## config.mk

```make
export PLATFORM = sky130hd
export DESIGN_NAME = cplx_add_arbiter
export DESIGN_NICKNAME = d
export VERILOG_FILES = /design/src/rtl/cplx_add_arbiter.sv
export SDC_FILE = /design/constraint.sdc
export NUM_CORES = 1
export LEC_CHECK = 0
export ABC_CLOCK_PERIOD_IN_PS = 4700
export BUFFER_PORTS_ARGS = -buffer_cell sky130_fd_sc_hd__buf_4
export CAP_MARGIN = 40
export CORE_AREA = 5 5 225 227
export DETAILED_ROUTE_END_ITERATION = 7
export DIE_AREA = 0 0 230 232
export PLACE_DENSITY = 0.48
export SLEW_MARGIN = 10
export SYNTH_ARGS = -nofsm -noshare
export SYNTH_HDL_FRONTEND = slang
export SYNTH_SLANG_ARGS = --single-unit
```

## constraint.sdc

```tcl
create_clock -name clk -period 4.7 [get_ports clk]
set_input_delay 0.47 -clock clk [delete_from_list [all_inputs] [get_ports clk]]
set_output_delay 0.47 -clock clk [all_outputs]
set_load 0.05 [all_outputs]
```

## src/rtl/cplx_add_arbiter.sv

```systemverilog
// Round-robin arbiter sharing one registered complex adder among NUM_REQ requesters.
// Define CPLX_ADD_ARB_SAT_EN for signed saturating adds and the sat_flag output.
module cplx_add_arbiter #(
    parameter int NUM_REQ = 4,
    parameter int DW      = 32,
    parameter int ID_W    = 2
) (
    input  logic                  clk,
    input  logic                  rst,
    input  logic [NUM_REQ-1:0]    req_valid,
    output logic [NUM_REQ-1:0]    req_ready,
    input  logic [NUM_REQ*DW-1:0] req_a_re,
    input  logic [NUM_REQ*DW-1:0] req_a_im,
    input  logic [NUM_REQ*DW-1:0] req_b_re,
    input  logic [NUM_REQ*DW-1:0] req_b_im,
    output logic                  res_valid,
    input  logic                  res_ready,
    output logic [ID_W-1:0]       res_id,
    output logic [DW-1:0]         res_re,
    output logic [DW-1:0]         res_im
`ifdef CPLX_ADD_ARB_SAT_EN
    ,
    output logic                  sat_flag
`endif
);

    localparam int unsigned N = NUM_REQ;

    logic                r_valid;
    logic [ID_W-1:0]     r_id;
    logic [DW-1:0]       r_re;
    logic [DW-1:0]       r_im;
    logic [ID_W-1:0]     r_ptr;

    logic                w_can_issue;
    logic                w_found;
    logic [ID_W-1:0]     w_win;
    logic                w_fire;
    logic [NUM_REQ-1:0]  w_ready;
    logic [DW-1:0]       w_a_re, w_a_im, w_b_re, w_b_im;
    logic [DW-1:0]       w_sum_re, w_sum_im;

    assign w_can_issue = ~r_valid | res_ready;

    // Scan from the pointer upward, wrapping past NUM_REQ-1; first hit wins.
    always_comb begin
        int unsigned idx;
        w_found = 1'b0;
        w_win   = '0;
        idx     = 0;
        for (int unsigned k = 0; k < N; k++) begin
            idx = 32'(r_ptr) + k;
            if (idx >= N) idx = idx - N;
            if (!w_found && req_valid[idx]) begin
                w_found = 1'b1;
                w_win   = ID_W'(idx);
            end
        end
    end

    assign w_fire = ~rst & w_can_issue & w_found;

    always_comb begin
        w_ready = '0;
        if (w_fire) w_ready[w_win] = 1'b1;
    end

    assign req_ready = w_ready;

    assign w_a_re = req_a_re[w_win*DW +: DW];
    assign w_a_im = req_a_im[w_win*DW +: DW];
    assign w_b_re = req_b_re[w_win*DW +: DW];
    assign w_b_im = req_b_im[w_win*DW +: DW];

`ifdef CPLX_ADD_ARB_SAT_EN
    logic            r_sat;
    logic [DW-1:0]   w_raw_re, w_raw_im;
    logic            w_ovf_re, w_ovf_im;
    logic            w_sat;

    assign w_raw_re = w_a_re + w_b_re;
    assign w_raw_im = w_a_im + w_b_im;
    // Overflow only when both operands share a sign and the sum's sign differs.
    assign w_ovf_re = (w_a_re[DW-1] == w_b_re[DW-1]) && (w_raw_re[DW-1] != w_a_re[DW-1]);
    assign w_ovf_im = (w_a_im[DW-1] == w_b_im[DW-1]) && (w_raw_im[DW-1] != w_a_im[DW-1]);

    always_comb begin
        w_sum_re = w_raw_re;
        w_sum_im = w_raw_im;
        if (w_ovf_re) w_sum_re = w_a_re[DW-1] ? {1'b1, {(DW-1){1'b0}}} : {1'b0, {(DW-1){1'b1}}};
        if (w_ovf_im) w_sum_im = w_a_im[DW-1] ? {1'b1, {(DW-1){1'b0}}} : {1'b0, {(DW-1){1'b1}}};
    end

    assign w_sat = w_ovf_re | w_ovf_im;

    always_ff @(posedge clk) begin
        if (rst)         r_sat <= 1'b0;
        else if (w_fire) r_sat <= w_sat;
    end

    assign sat_flag = r_sat;
`else
    assign w_sum_re = w_a_re + w_b_re;
    assign w_sum_im = w_a_im + w_b_im;
`endif

    always_ff @(posedge clk) begin
        if (rst) begin
            r_valid <= 1'b0;
            r_id    <= '0;
            r_re    <= '0;
            r_im    <= '0;
            r_ptr   <= '0;
        end else if (w_fire) begin
            r_valid <= 1'b1;
            r_id    <= w_win;
            r_re    <= w_sum_re;
            r_im    <= w_sum_im;
            r_ptr   <= (w_win == ID_W'(NUM_REQ - 1)) ? '0 : w_win + 1'b1;
        end else if (r_valid && res_ready) begin
            r_valid <= 1'b0;
        end
    end

    assign res_valid = r_valid;
    assign res_id    = r_id;
    assign res_re    = r_re;
    assign res_im    = r_im;

endmodule

```

==> results.json, run 1 <==
{
  "detail_route.drc_violations": 0,
  "critical_path_buf_inv_count": 2,
  "die_area_um2": 53360,
  "route.detailed.vias_per_inst": 4.742,
  "seq_area_frac_synth_pct": 15.04,
  "power.share.sequential_pct": 11.4,
  "via_count": 12700,
  "clock_sinks": 69,
  "holdCritPathClass": "input port to register",
  "number_of_enable_type_register_cells_in_the_synthesized_netlist": 0,
  "final.setup.tns_ns": 0,
  "final.fill_count": 5363,
  "timing.critical_path.max_delay_family": "compound AO/OA/AOI/OAI gates",
  "rsz0062_at_grt": "false",
  "clock_insertion_delay_at_the_later_pin_of_the_skew_report_ns": 0.36,
  "h-tree-depth": 3,
  "yosysTopAreaCell": "sky130_fd_sc_hd__nand2_1",
  "period_utilization_pct": 92.06,
  "syn_inst": 1492,
  "timing.critical_path.slowest_stage_cell": "sky130_fd_sc_hd__dfxtp_1",
  "row_count": 81,
  "final-setup-viol-count": 0,
  "arrival_ns": 4.56,
  "grt_start_max_net_pins": 66,
  "synthesis.nets": 2079,
  "yosysWarnings": 0,
  "synth_area_leaders": "sky130_fd_sc_hd__nand2_1 22%, sky130_fd_sc_hd__dfxtp_1 15%, sky130_fd_sc_hd__ha_1 9.0%",
  "critical_path.cell_chain": "nor2b_1 > a21oi_1 > nor2_1 > a211o_4 > inv_8 > buf_12 > nand2_1 > and3_1 > a31oi_1 > ha_1 > and4_4 > a221o_1 > a21o_1 > o211ai_2 > a211oi_2 > o31ai_1 > and3_1 > o31ai_2",
  "wl_per_cell_um": 18.82,
  "path_class": "register to register",
  "final_hold_vios": 0,
  "synth_cell_type_count": 69,
  "fin_worst_hold_slack_ns": 0.3962,
  "drt_iter0_markers": 537,
  "top_level_ports": 590,
  "tritoncts": "built",
  "switching_share_pct": 53.55,
  "max-cap-violations": 0,
  "cell_internal_pwr_uw": 3944,
  "initial_core_util_pct": 18.96,
  "antenna_violations_before_repair": 0,
  "dieHeight_um": 232,
  "antenna_violating_nets_post_route": 0,
  "postSynth.asyncResetShare_pct": 0,
  "groute.usage.overall_pct": 17.88,
  "detailedRoute.firstPassIterationCount": 7,
  "share_clk_of_total_power_pct": 7.9,
  "post_layout_net_count": 2639,
  "clk_path_buf_depth": 2,
  "critical_path_peak_fanout": 23,
  "power.leakage_uw": 0.007458,
  "cts-root-buf": "sky130_fd_sc_hd__clkbuf_16",
  "clock_skew_ns": 0.01059,
  "maxClockFrequency_mhz": 231.1,
  "relSlewSlack_pct": 47.52,
  "wirelength_um": 50410,
  "vdd.ir_drop.worst_mv": 0.1898,
  "min_clock_period_post_route_ns": 4.327,
  "globalRouteOverflowTotal": 0,
  "cts_made_buffers": 9,
  "post-cts-setup-buffer-count": 0,
  "grt_pass1_wl_um": 75800,
  "dieWidth_um": 230,
  "netlist_area_um2": 9183,
  "critPathCaptureType": "register",
  "core_area_um2": 48440,
  "clock_edge_transition_at_the_registers_on_the_reported_setup_and_hold_paths_ns": 0.06,
  "yosys_most_used_dff": "sky130_fd_sc_hd__dfxtp_1",
  "layout-drive-gt1-share_pct": 34.68,
  "final-max-slew-violation-count": 0,
  "power.net_switching_uw": 4547,
  "area.growth.synth_to_final_pct": 62.32,
  "synth_seq_cells": 69,
  "synth_top_area_share_pct": 22.03,
  "number_of_buffer_cells_added_on_primary_ports": 589,
  "critPathMostFrequentCell": "sky130_fd_sc_hd__and3_1",
  "outcome": "finished clean",
  "final_core_utilization_pct": 30.77,
  "power.density_nw_per_um2": 569.6,
  "avgSynthCellArea_um2": 6.155,
  "cpPeakStageDelay_ns": 0.38,
  "place_hpwl_um": 41660,
  "place_congestion": 0.9036,
  "tightestPinTransition_ns": 0.7872,
  "setup.worst_path.start_class": "register",
  "vias_in_the_first_global_route": 13220,
  "required_ns": 4.93,
  "p_comb_share_pct": 80.7
}
[routing by layer]
layer  up-vias  routed length [um]  part of all wire [%]  GRT usage (%)
li1       6355                   -                     -              -
met1      5889               20210                    40          20.42
met2       402               26130                    52          33.82
met3        57                3053                   6.1          4.047
met4         0                1014                   2.0          4.129
met5         -                   0                     0              0
[cell families (layout without fill, tap and decap cells)]
logic type	Yosys count	in the layout	synth area share, %
xor+xnor	53	53	5.055
buf+inv	125	689	5.627
fa+ha+maj	68	68	9.429
mux	1	1	0.1090
simple gates	817	817	39.31
compound gates	359	359	25.43
other cells	0	1	0
flops	69	69	15.04
[what timing repair did]
action                                  CTS  global route
endpoints found under the setup margin    0             1
gates resized for setup                   0             2
hold buffers                              0             0
[layout by cell type (no fill, tap or decap), types with 3 or more instances in the layout]
cell                         netlist  final
sky130_fd_sc_hd__a41oi_1           3      3
sky130_fd_sc_hd__clkinvlp_4        0      3
sky130_fd_sc_hd__a211oi_1         13     12
sky130_fd_sc_hd__nand2b_1          4      4
sky130_fd_sc_hd__o31ai_1           3      3
sky130_fd_sc_hd__a211oi_2          2      3
sky130_fd_sc_hd__ha_1             66     66
sky130_fd_sc_hd__and2_1            5      5
sky130_fd_sc_hd__a21o_1           21     21
sky130_fd_sc_hd__clkbuf_16         0      9
sky130_fd_sc_hd__a21oi_1          53     52
sky130_fd_sc_hd__nor3_1           13     12
sky130_fd_sc_hd__a31o_2            8      8
sky130_fd_sc_hd__o21ai_1          13     13
sky130_fd_sc_hd__o21a_1           10     10
sky130_fd_sc_hd__nand2_1         539    539
sky130_fd_sc_hd__o31ai_2           3      3
sky130_fd_sc_hd__buf_12            0     12
sky130_fd_sc_hd__a21oi_2           3      4
sky130_fd_sc_hd__buf_4             0    643
sky130_fd_sc_hd__a31oi_1         129    129
sky130_fd_sc_hd__nor2_1           38     38
sky130_fd_sc_hd__nand3_1          64     64
sky130_fd_sc_hd__o21bai_1          7      7
sky130_fd_sc_hd__inv_1            18     16
sky130_fd_sc_hd__and4_1            3      3
sky130_fd_sc_hd__nand4_1           3      3
sky130_fd_sc_hd__nor2b_1           5      5
sky130_fd_sc_hd__xor2_1           28     28
sky130_fd_sc_hd__and3_1          128    128
sky130_fd_sc_hd__dfxtp_1          69     69
sky130_fd_sc_hd__xnor2_1          25     25
sky130_fd_sc_hd__o211ai_2          3      3
sky130_fd_sc_hd__o21ai_0          62     62
[metrics by stage]
stage,setup slack [ns],cell area [um^2],total power (uW),instances
after floorplan,0.4219,9183,5498,1492
after global placement,0.05214,14630,7818,2663
after detailed placement,0.06299,14630,7856,2663
after CTS,0.3056,14890,8593,2678
after global routing,0.03278,14900,9265,2678
final,0.3733,14910,8491,2679
[registers in the layout, summed over array words and instances, names as in the netlist]
name and cells:
res_valid 1, res_re 32, r_ptr 2, res_im 32
res_id 2
[cell type report]
| class | count | area, um^2 | area share (%) |
|---|---|---|---|
| tap | 622 | 778.2 | 5.221 |
| clock buffer | 12 | 246.5 | 1.654 |
| sequential | 69 | 1381 | 9.267 |
| timing repair buffer | 655 | 5067 | 34.00 |
| multi-input combinational | 1298 | 7326 | 49.15 |
| antenna | 1 | 2.502 | 0.01679 |
| inverter | 19 | 81.33 | 0.5456 |
| clock inverter | 3 | 22.52 | 0.1511 |
[cell usage after synthesis, drive strengths merged (2+ instances only)]
library cell,instances
o31ai,7
a311oi,2
and4,4
clkbuf,79
and2,7
o21bai,7
nor2b,5
a31o,9
inv,19
and3,128
nand3,65
o21ai,77
xor2,28
buf,26
a31oi,129
a21oi,56
or2,2
nand4,3
o221ai,2
or4,2
a211o,2
o21a,10
nand2b,4
fa,2
nor2,38
xnor2,25
nand2,540
or3,3
a21o,22
a221o,2
a41oi,3
a2111oi,2
a21boi,4
nor3,13
a211oi,15
o211ai,4
dfxtp,69
ha,66
o22ai,3
[power groups by stage]
stage | registers, uW | logic, uW | clock network, uW
after floorplan | 1740 | 3760 | 0
after global placement | 974 | 6840 | 0
after detailed placement | 984 | 6870 | 0
after CTS | 975 | 6910 | 705
after global routing | 1000 | 7540 | 717
final | 971 | 6850 | 668
[final timing paths]
kind                          start                      end  slack [ns]  cells past startpoint
max           r_ptr[0]$_SDFFE_PP0P_  res_im[29]$_SDFFE_PP0P_        0.37                     18
min reg2reg  res_im[0]$_SDFFE_PP0P_   res_im[0]$_SDFFE_PP0P_        0.46                      2
min                             rst   res_id[0]$_SDFFE_PP0P_        0.40                      2
max reg2reg   r_ptr[0]$_SDFFE_PP0P_  res_im[29]$_SDFFE_PP0P_        0.37                     18
No activity file was read; power rests on OpenSTA's default activity.
==> run 2: changes to the inputs <==
--- a/config.mk
+++ b/config.mk
@@ -5,7 +5,7 @@
 export SDC_FILE = /design/constraint.sdc
 export NUM_CORES = 1
 export LEC_CHECK = 0
-export ABC_CLOCK_PERIOD_IN_PS = 4700
+export ABC_CLOCK_PERIOD_IN_PS = 4800
 export BUFFER_PORTS_ARGS = -buffer_cell sky130_fd_sc_hd__buf_4
 export CAP_MARGIN = 40
 export CORE_AREA = 5 5 225 227
==> constraint.sdc (replaced) <==
create_clock -name clk -period 4.8 [get_ports clk]
set_input_delay 0.48 -clock clk [delete_from_list [all_inputs] [get_ports clk]]
set_output_delay 0.48 -clock clk [all_outputs]
set_load 0.05 [all_outputs]
==> run 2 against run 1 <==
  * First-iteration DRC count increased by 18%
  * Sequential power shrank 2%
  * Non-clock buffer count decreased by 12
  * Clock-buffer cell count decreased by 1
  * Cell area decreased by 0.69%
  * Die area stayed put
  * Setup slack improved by 0.086 ns
==> results.json, run 2 (synthesized netlist as in run 1, its figures left out) <==
{
  "power.leakage_uw": 0.007404,
  "clk_path_buf_depth": 2,
  "clock_insertion_delay_at_the_later_pin_of_the_skew_report_ns": 0.36,
  "final-setup-viol-count": 0,
  "timing.critical_path.max_delay_family": "compound AO/OA/AOI/OAI gates",
  "clock_skew_ns": 0.009892,
  "diode_insertion_count_for_antenna_repair": 0,
  "final_hold_vios": 0,
  "grt_start_max_net_pins": 73,
  "area.growth.synth_to_final_pct": 61.21,
  "antenna_violating_nets_post_route": 0,
  "route.detailed.vias_per_inst": 4.760,
  "timing.reg2reg.setup_slack_ns": 0.46,
  "cts-root-buf": "sky130_fd_sc_hd__clkbuf_16",
  "critPathCaptureType": "register",
  "min_clock_period_post_route_ns": 4.341,
  "period_utilization_pct": 90.43,
  "grt_pass1_wl_um": 75190,
  "number_of_buffer_cells_added_on_primary_ports": 589,
  "worst_r2r_endpoint": "res_im[30]$_SDFFE_PP0P_",
  "detail_route.drc_violations": 0,
  "h-tree-depth": 3,
  "max-cap-violations": 0,
  "route.layer.met1.wl_um": 20640,
  "initial_core_util_pct": 18.96,
  "critical_path_peak_fanout": 19,
  "place_ws_ns": 0.1250,
  "layout_common_cells": "631 x sky130_fd_sc_hd__buf_4, 539 x sky130_fd_sc_hd__nand2_1, 129 x sky130_fd_sc_hd__a31oi_1",
  "clock_sinks": 69,
  "worstHoldPathCells": 2,
  "dieHeight_um": 232,
  "via_count": 12690,
  "drt_iter0_markers": 631,
  "outcome": "finished clean",
  "arrival_ns": 4.59,
  "relSlewSlack_pct": 48.23,
  "hold_path_end": "res_id[0]$_SDFFE_PP0P_",
  "post-cts-setup-buffer-count": 0,
  "tightestPinTransition_ns": 0.7755,
  "row_count": 81,
  "wl_per_cell_um": 19.17,
  "tritoncts": "built",
  "cpPeakStageDelay_ns": 0.59,
  "top_level_ports": 590,
  "critical_path_buf_inv_count": 3,
  "vdd.ir_drop.worst_mv": 0.1954,
  "vias_in_the_first_global_route": 13000,
  "dr_wl_met3_um": 3148,
  "rr_worst_depth": 20,
  "setup.worst_path.start_class": "register",
  "clock_edge_transition_at_the_registers_on_the_reported_setup_and_hold_paths_ns": 0.07,
  "timing.critical_path.slowest_stage_cell": "sky130_fd_sc_hd__or4_1",
  "holdCritPathClass": "input port to register",
  "required_ns": 5.05,
  "critical_path.cell_chain": "nor2b_1 > a21oi_1 > nor2_1 > a211o_4 > inv_8 > buf_4 > buf_4 > nand2_1 > and3_1 > a31oi_1 > ha_1 > o21ai_0 > o21ai_1 > a211oi_1 > or4_1 > a21oi_1 > o221ai_2 > o21ai_2 > xnor2_1 > o21ai_1",
  "dieWidth_um": 230,
  "fin_worst_hold_slack_ns": 0.3832,
  "wirelength_um": 51100,
  "design_power_total_uw": 8275,
  "mostFrequentLayoutCell": "sky130_fd_sc_hd__buf_4",
  "core_area_um2": 48440,
  "cts_made_buffers": 9,
  "globalRouteOverflowTotal": 0,
  "power.density_nw_per_um2": 559.0,
  "post_layout_net_count": 2627,
  "cts_resized": 0,
  "min_from": "rst",
  "layout-drive-gt1-share_pct": 34.25,
  "postCtsHoldBufs": 0,
  "path_class": "register to register",
  "highest-signal-layer": "met4",
  "place_congestion": 0.9171,
  "antenna_violations_before_repair": 0,
  "groute.usage.overall_pct": 17.92,
  "placement.cell_area_um2": 14540,
  "reg2reg_from": "r_ptr[0]$_SDFFE_PP0P_",
  "fin_area_um2": 14800,
  "final_critical_path_setup_slack_ns": 0.4593,
  "final.setup.tns_ns": 0,
  "maxClockFrequency_mhz": 230.4,
  "detailedRoute.firstPassIterationCount": 4,
  "die_area_um2": 53360,
  "final-max-slew-violation-count": 0,
  "met2_length_um": 25940,
  "place_hpwl_um": 42330,
  "rsz0062_at_grt": "false"
}
-- run 2: cell types whose count changed in the layout (fill, tap and decap cells not counted), sizes merged --
| cell | delta |
|---|---|
| clkinvlp | -1 |
| diode | -1 |
| clkinv | +2 |
| buf | -12 |
| clkbuf | -1 |
-- run 2: layer usage --
layer | global-route usage, % | vias up
li1 | - | 6324
met2 | 32.79 | 406
met4 | 5.436 | 0
met5 | 0 | -
met3 | 4.255 | 61
met1 | 20.72 | 5900
-- run 2: how the worst max path moves through the flow --
stage                                     start                 endpoint  slack [ns]  cells after the start
after CTS                 r_ptr[0]$_SDFFE_PP0P_  res_im[30]$_SDFFE_PP0P_        0.40                     20
after global placement             req_valid[0]  res_im[30]$_SDFFE_PP0P_        0.18                     21
after floorplan                    req_valid[0]  res_re[28]$_SDFFE_PP0P_        0.51                     20
final                     r_ptr[0]$_SDFFE_PP0P_  res_im[30]$_SDFFE_PP0P_        0.46                     20
after global routing      r_ptr[0]$_SDFFE_PP0P_  res_im[30]$_SDFFE_PP0P_        0.06                     20
after detailed placement           req_valid[0]  res_im[30]$_SDFFE_PP0P_        0.13                     21
-- run 2: cell type report --
cell class,instances,area (um^2)
clock buffers,11,242.7
clock inverters,4,25.02
well taps,622,778.2
inverters,19,81.33
flip-flops and latches,69,1381
multi-input cells,1298,7317
fillers,5351,33640
repair buffers,643,4977
-- run 2: metrics by stage --
stage	utilization [%]	instances
after floorplan	-	1492
final	30.56	2666
after global placement	30.00	2651
after detailed placement	30.00	2651
after CTS	30.56	2666
after global routing	30.56	2666
-- run 2: worst register-to-register path: stages (launching register included) --
cell                       delay, ns
sky130_fd_sc_hd__dfxtp_1        0.38
sky130_fd_sc_hd__nor2b_1        0.08
sky130_fd_sc_hd__a21oi_1        0.13
sky130_fd_sc_hd__nor2_1         0.07
sky130_fd_sc_hd__a211o_4        0.38
sky130_fd_sc_hd__inv_8          0.19
sky130_fd_sc_hd__buf_4          0.23
sky130_fd_sc_hd__buf_4          0.19
sky130_fd_sc_hd__nand2_1        0.06
sky130_fd_sc_hd__and3_1         0.16
sky130_fd_sc_hd__a31oi_1        0.19
sky130_fd_sc_hd__ha_1           0.23
sky130_fd_sc_hd__o21ai_0        0.13
sky130_fd_sc_hd__o21ai_1        0.20
sky130_fd_sc_hd__a211oi_1       0.12
sky130_fd_sc_hd__or4_1          0.59
sky130_fd_sc_hd__a21oi_1        0.35
sky130_fd_sc_hd__o221ai_2       0.19
sky130_fd_sc_hd__o21ai_2        0.18
sky130_fd_sc_hd__xnor2_1        0.14
sky130_fd_sc_hd__o21ai_1        0.07
-- run 2: report_power, final --
| group | internal [uW] | switching (uW) |
|---|---|---|
| clock | 360 | 308 |
| sequential | 817 | 138 |
| combinational | 2630 | 4030 |
==> run 3: changes to the inputs <==
==> constraint.sdc (replaced) <==
create_clock -name clk -period 4.8 [get_ports clk]
set_input_delay 0.24 -clock clk [delete_from_list [all_inputs] [get_ports clk]]
set_output_delay 0.24 -clock clk [all_outputs]
set_load 0.05 [all_outputs]
==> run 3 against run 2 <==
  * Worst hold slack lost 0.23 ns
  * Clock-buffer cell count decreased by 1
  * Setup slack worse by 0.14 ns
  * Highest routed layer unchanged
  * Core utilization down 0.28 points
  * Non-clock buffer count decreased by 25
  * Fmax decreased by 3.2%
  * Register-to-register slack got worse by 0.14 ns
  * Via count is 0.95% lower
  * Routed wire length down 1.8%
  * Flip-flop and latch count did not move
  * Cell count down 0.79%
==> results.json, run 3 (synthesized netlist as in run 1, its figures left out) <==
{
  "switching_share_pct": 53.76,
  "holdCritPathClass": "input port to register",
  "area.growth.synth_to_final_pct": 59.72,
  "final-max-slew-violation-count": 0,
  "antenna_violating_nets_post_route": 0,
  "place_hpwl_um": 41750,
  "number_of_buffer_cells_added_on_primary_ports": 589,
  "busiest_layer": "met2",
  "worstHoldPathCells": 2,
  "final_hold_vios": 0,
  "placedCellCount": 2626,
  "reg2reg_from": "r_ptr[1]$_SDFFE_PP0P_",
  "power.share.sequential_pct": 11.6,
  "grt_start_max_net_pins": 82,
  "period_utilization_pct": 93.40,
  "max-cap-violations": 0,
  "row_count": 81,
  "clock_sinks": 69,
  "via_count": 12570,
  "clk_path_buf_depth": 2,
  "timing.reg2reg.setup_slack_ns": 0.32,
  "arrival_ns": 4.68,
  "groute.usage.overall_pct": 17.57,
  "vdd.ir_drop.worst_mv": 0.1686,
  "min_from": "rst",
  "maxClockFrequency_mhz": 223.1,
  "layout-drive-gt1-share_pct": 33.56,
  "power.net_switching_uw": 4392,
  "p_comb_share_pct": 78.8,
  "top_level_ports": 590,
  "die_area_um2": 53360,
  "grt_pass1_wl_um": 74140,
  "critical_path_peak_fanout": 60,
  "tightestPinTransition_ns": 0.7044,
  "worst_r2r_endpoint": "res_im[20]$_SDFFE_PP0P_",
  "final_core_utilization_pct": 30.28,
  "post_layout_net_count": 2602,
  "share_clk_of_total_power_pct": 9.6,
  "initial_core_util_pct": 18.96,
  "h-tree-depth": 3,
  "place_congestion": 0.8948,
  "critPathCaptureType": "register",
  "power.leakage_uw": 0.007305,
  "wirelength_um": 50190,
  "clock_edge_transition_at_the_registers_on_the_reported_setup_and_hold_paths_ns": 0.06,
  "dieHeight_um": 232,
  "core_area_um2": 48440,
  "required_ns": 5.00,
  "clock_insertion_delay_at_the_later_pin_of_the_skew_report_ns": 0.34,
  "vias_in_the_first_global_route": 12750,
  "dieWidth_um": 230,
  "rr_worst_depth": 18,
  "cts-root-buf": "sky130_fd_sc_hd__clkbuf_16",
  "outcome": "finished clean",
  "finish.cell_count_without_fillers": 2645,
  "layout_common_cells": "608 x sky130_fd_sc_hd__buf_4, 539 x sky130_fd_sc_hd__nand2_1, 129 x sky130_fd_sc_hd__a31oi_1",
  "final.setup.tns_ns": 0,
  "detail_route.drc_violations": 0,
  "min_clock_period_post_route_ns": 4.483,
  "met2_usage_in_global_routing_pct": 31.93,
  "fraction_of_met1_tracks_used_by_global_routing_pct": 19.89,
  "drt_iter0_markers": 448,
  "power.density_nw_per_um2": 557.0,
  "globalRouteOverflowTotal": 0,
  "setup.worst_path.start_class": "register",
  "cts_made_buffers": 9,
  "detailedRoute.firstPassIterationCount": 5,
  "hold_path_end": "res_id[0]$_SDFFE_PP0P_",
  "rsz0062_at_grt": "false",
  "antenna_violations_before_repair": 3,
  "relSlewSlack_pct": 53.04,
  "path_class": "register to register",
  "grt.met3_usage_pct": 4.696,
  "route.detailed.vias_per_inst": 4.752,
  "wl_per_cell_um": 18.97,
  "final-setup-viol-count": 0,
  "tritoncts": "built",
  "mostFrequentLayoutCell": "sky130_fd_sc_hd__buf_4",
  "cell_internal_pwr_uw": 3778,
  "clock_skew_ns": 0.007423
}
==> run 3: metal layers <==
layer / vias up / wire (um)
li1: 6284 / -
met1: 5834 / 19740
met2: 383 / 25480
met3: 69 / 3297
met4: 0 / 1670
met5: - / 0
==> run 3: power groups by stage <==
stage          clock (uW)  combinational (uW)  sequential [uW]
2_1_floorplan           0                3680             1700
3_3_place_gp            0                6450              956
3_5_place_dp            0                6490              963
4_1_cts               824                6520              953
5_1_grt               838                7040              980
6_report              782                6440              950
==> run 3: worst max path at each step <==
stage	endpoint	slack (ns)	cells past startpoint	startpoint
6_report	res_im[20]$_SDFFE_PP0P_	0.32	18	r_ptr[1]$_SDFFE_PP0P_
5_1_grt	res_im[20]$_SDFFE_PP0P_	0.02	18	r_ptr[1]$_SDFFE_PP0P_
4_1_cts	res_im[30]$_SDFFE_PP0P_	0.29	18	r_ptr[1]$_SDFFE_PP0P_
3_5_place_dp	res_re[28]$_SDFFE_PP0P_	0.26	19	req_valid[0]
3_3_place_gp	res_im[29]$_SDFFE_PP0P_	0.28	20	req_valid[0]
2_1_floorplan	res_re[28]$_SDFFE_PP0P_	0.71	20	r_ptr[0]$_SDFFE_PP0P_
==> run 3: metrics by stage <==
stage / hold WS [ns] / setup slack, ns / instance area (um^2) / total power [uW]
2_1_floorplan: 0.3091 / 0.7149 / 9183 / 5384
3_3_place_gp: 0.4434 / 0.2763 / 14300 / 7403
3_5_place_dp: 0.4479 / 0.2598 / 14320 / 7450
4_1_cts: 0.1412 / 0.2894 / 14660 / 8296
5_1_grt: 0.1749 / 0.01834 / 14670 / 8860
6_report: 0.1549 / 0.3167 / 14670 / 8169
==> run 3: repair_timing <==
item,CTS,global route
setup buffers,0,0
hold buffers,0,0
gates resized for setup,0,1
setup endpoints to repair,0,1
endpoints found under the hold margin,0,0
==> run 3: cell type report <==
cell class                      instances  area [um^2]
Tap cell                              622        778.2
Fill cell                            5389        33780
Antenna cell                            3        7.507
Inverter                               19        81.33
Timing Repair Buffer                  618         4765
Sequential cell                        69         1381
Clock buffer                           10        239.0
Multi-Input combinational cell       1298         7321
Clock inverter                          6        93.84
==> run 3: critical path, cell delays in order, from the launching register on <==
cell                       delay, ns
sky130_fd_sc_hd__dfxtp_1        0.48
sky130_fd_sc_hd__nand2_1        0.10
sky130_fd_sc_hd__nand2_1        0.08
sky130_fd_sc_hd__a21oi_1        0.10
sky130_fd_sc_hd__o22ai_4        0.36
sky130_fd_sc_hd__buf_12         0.26
sky130_fd_sc_hd__and3_1         0.21
sky130_fd_sc_hd__a31oi_1        0.04
sky130_fd_sc_hd__ha_1           0.31
sky130_fd_sc_hd__fa_1           0.52
sky130_fd_sc_hd__a211oi_1       0.32
sky130_fd_sc_hd__o21ai_1        0.14
sky130_fd_sc_hd__a211oi_1       0.29
sky130_fd_sc_hd__buf_4          0.18
sky130_fd_sc_hd__o21ai_0        0.13
sky130_fd_sc_hd__a21oi_1        0.34
sky130_fd_sc_hd__o21ai_0        0.18
sky130_fd_sc_hd__xnor2_1        0.15
sky130_fd_sc_hd__o21ai_0        0.08
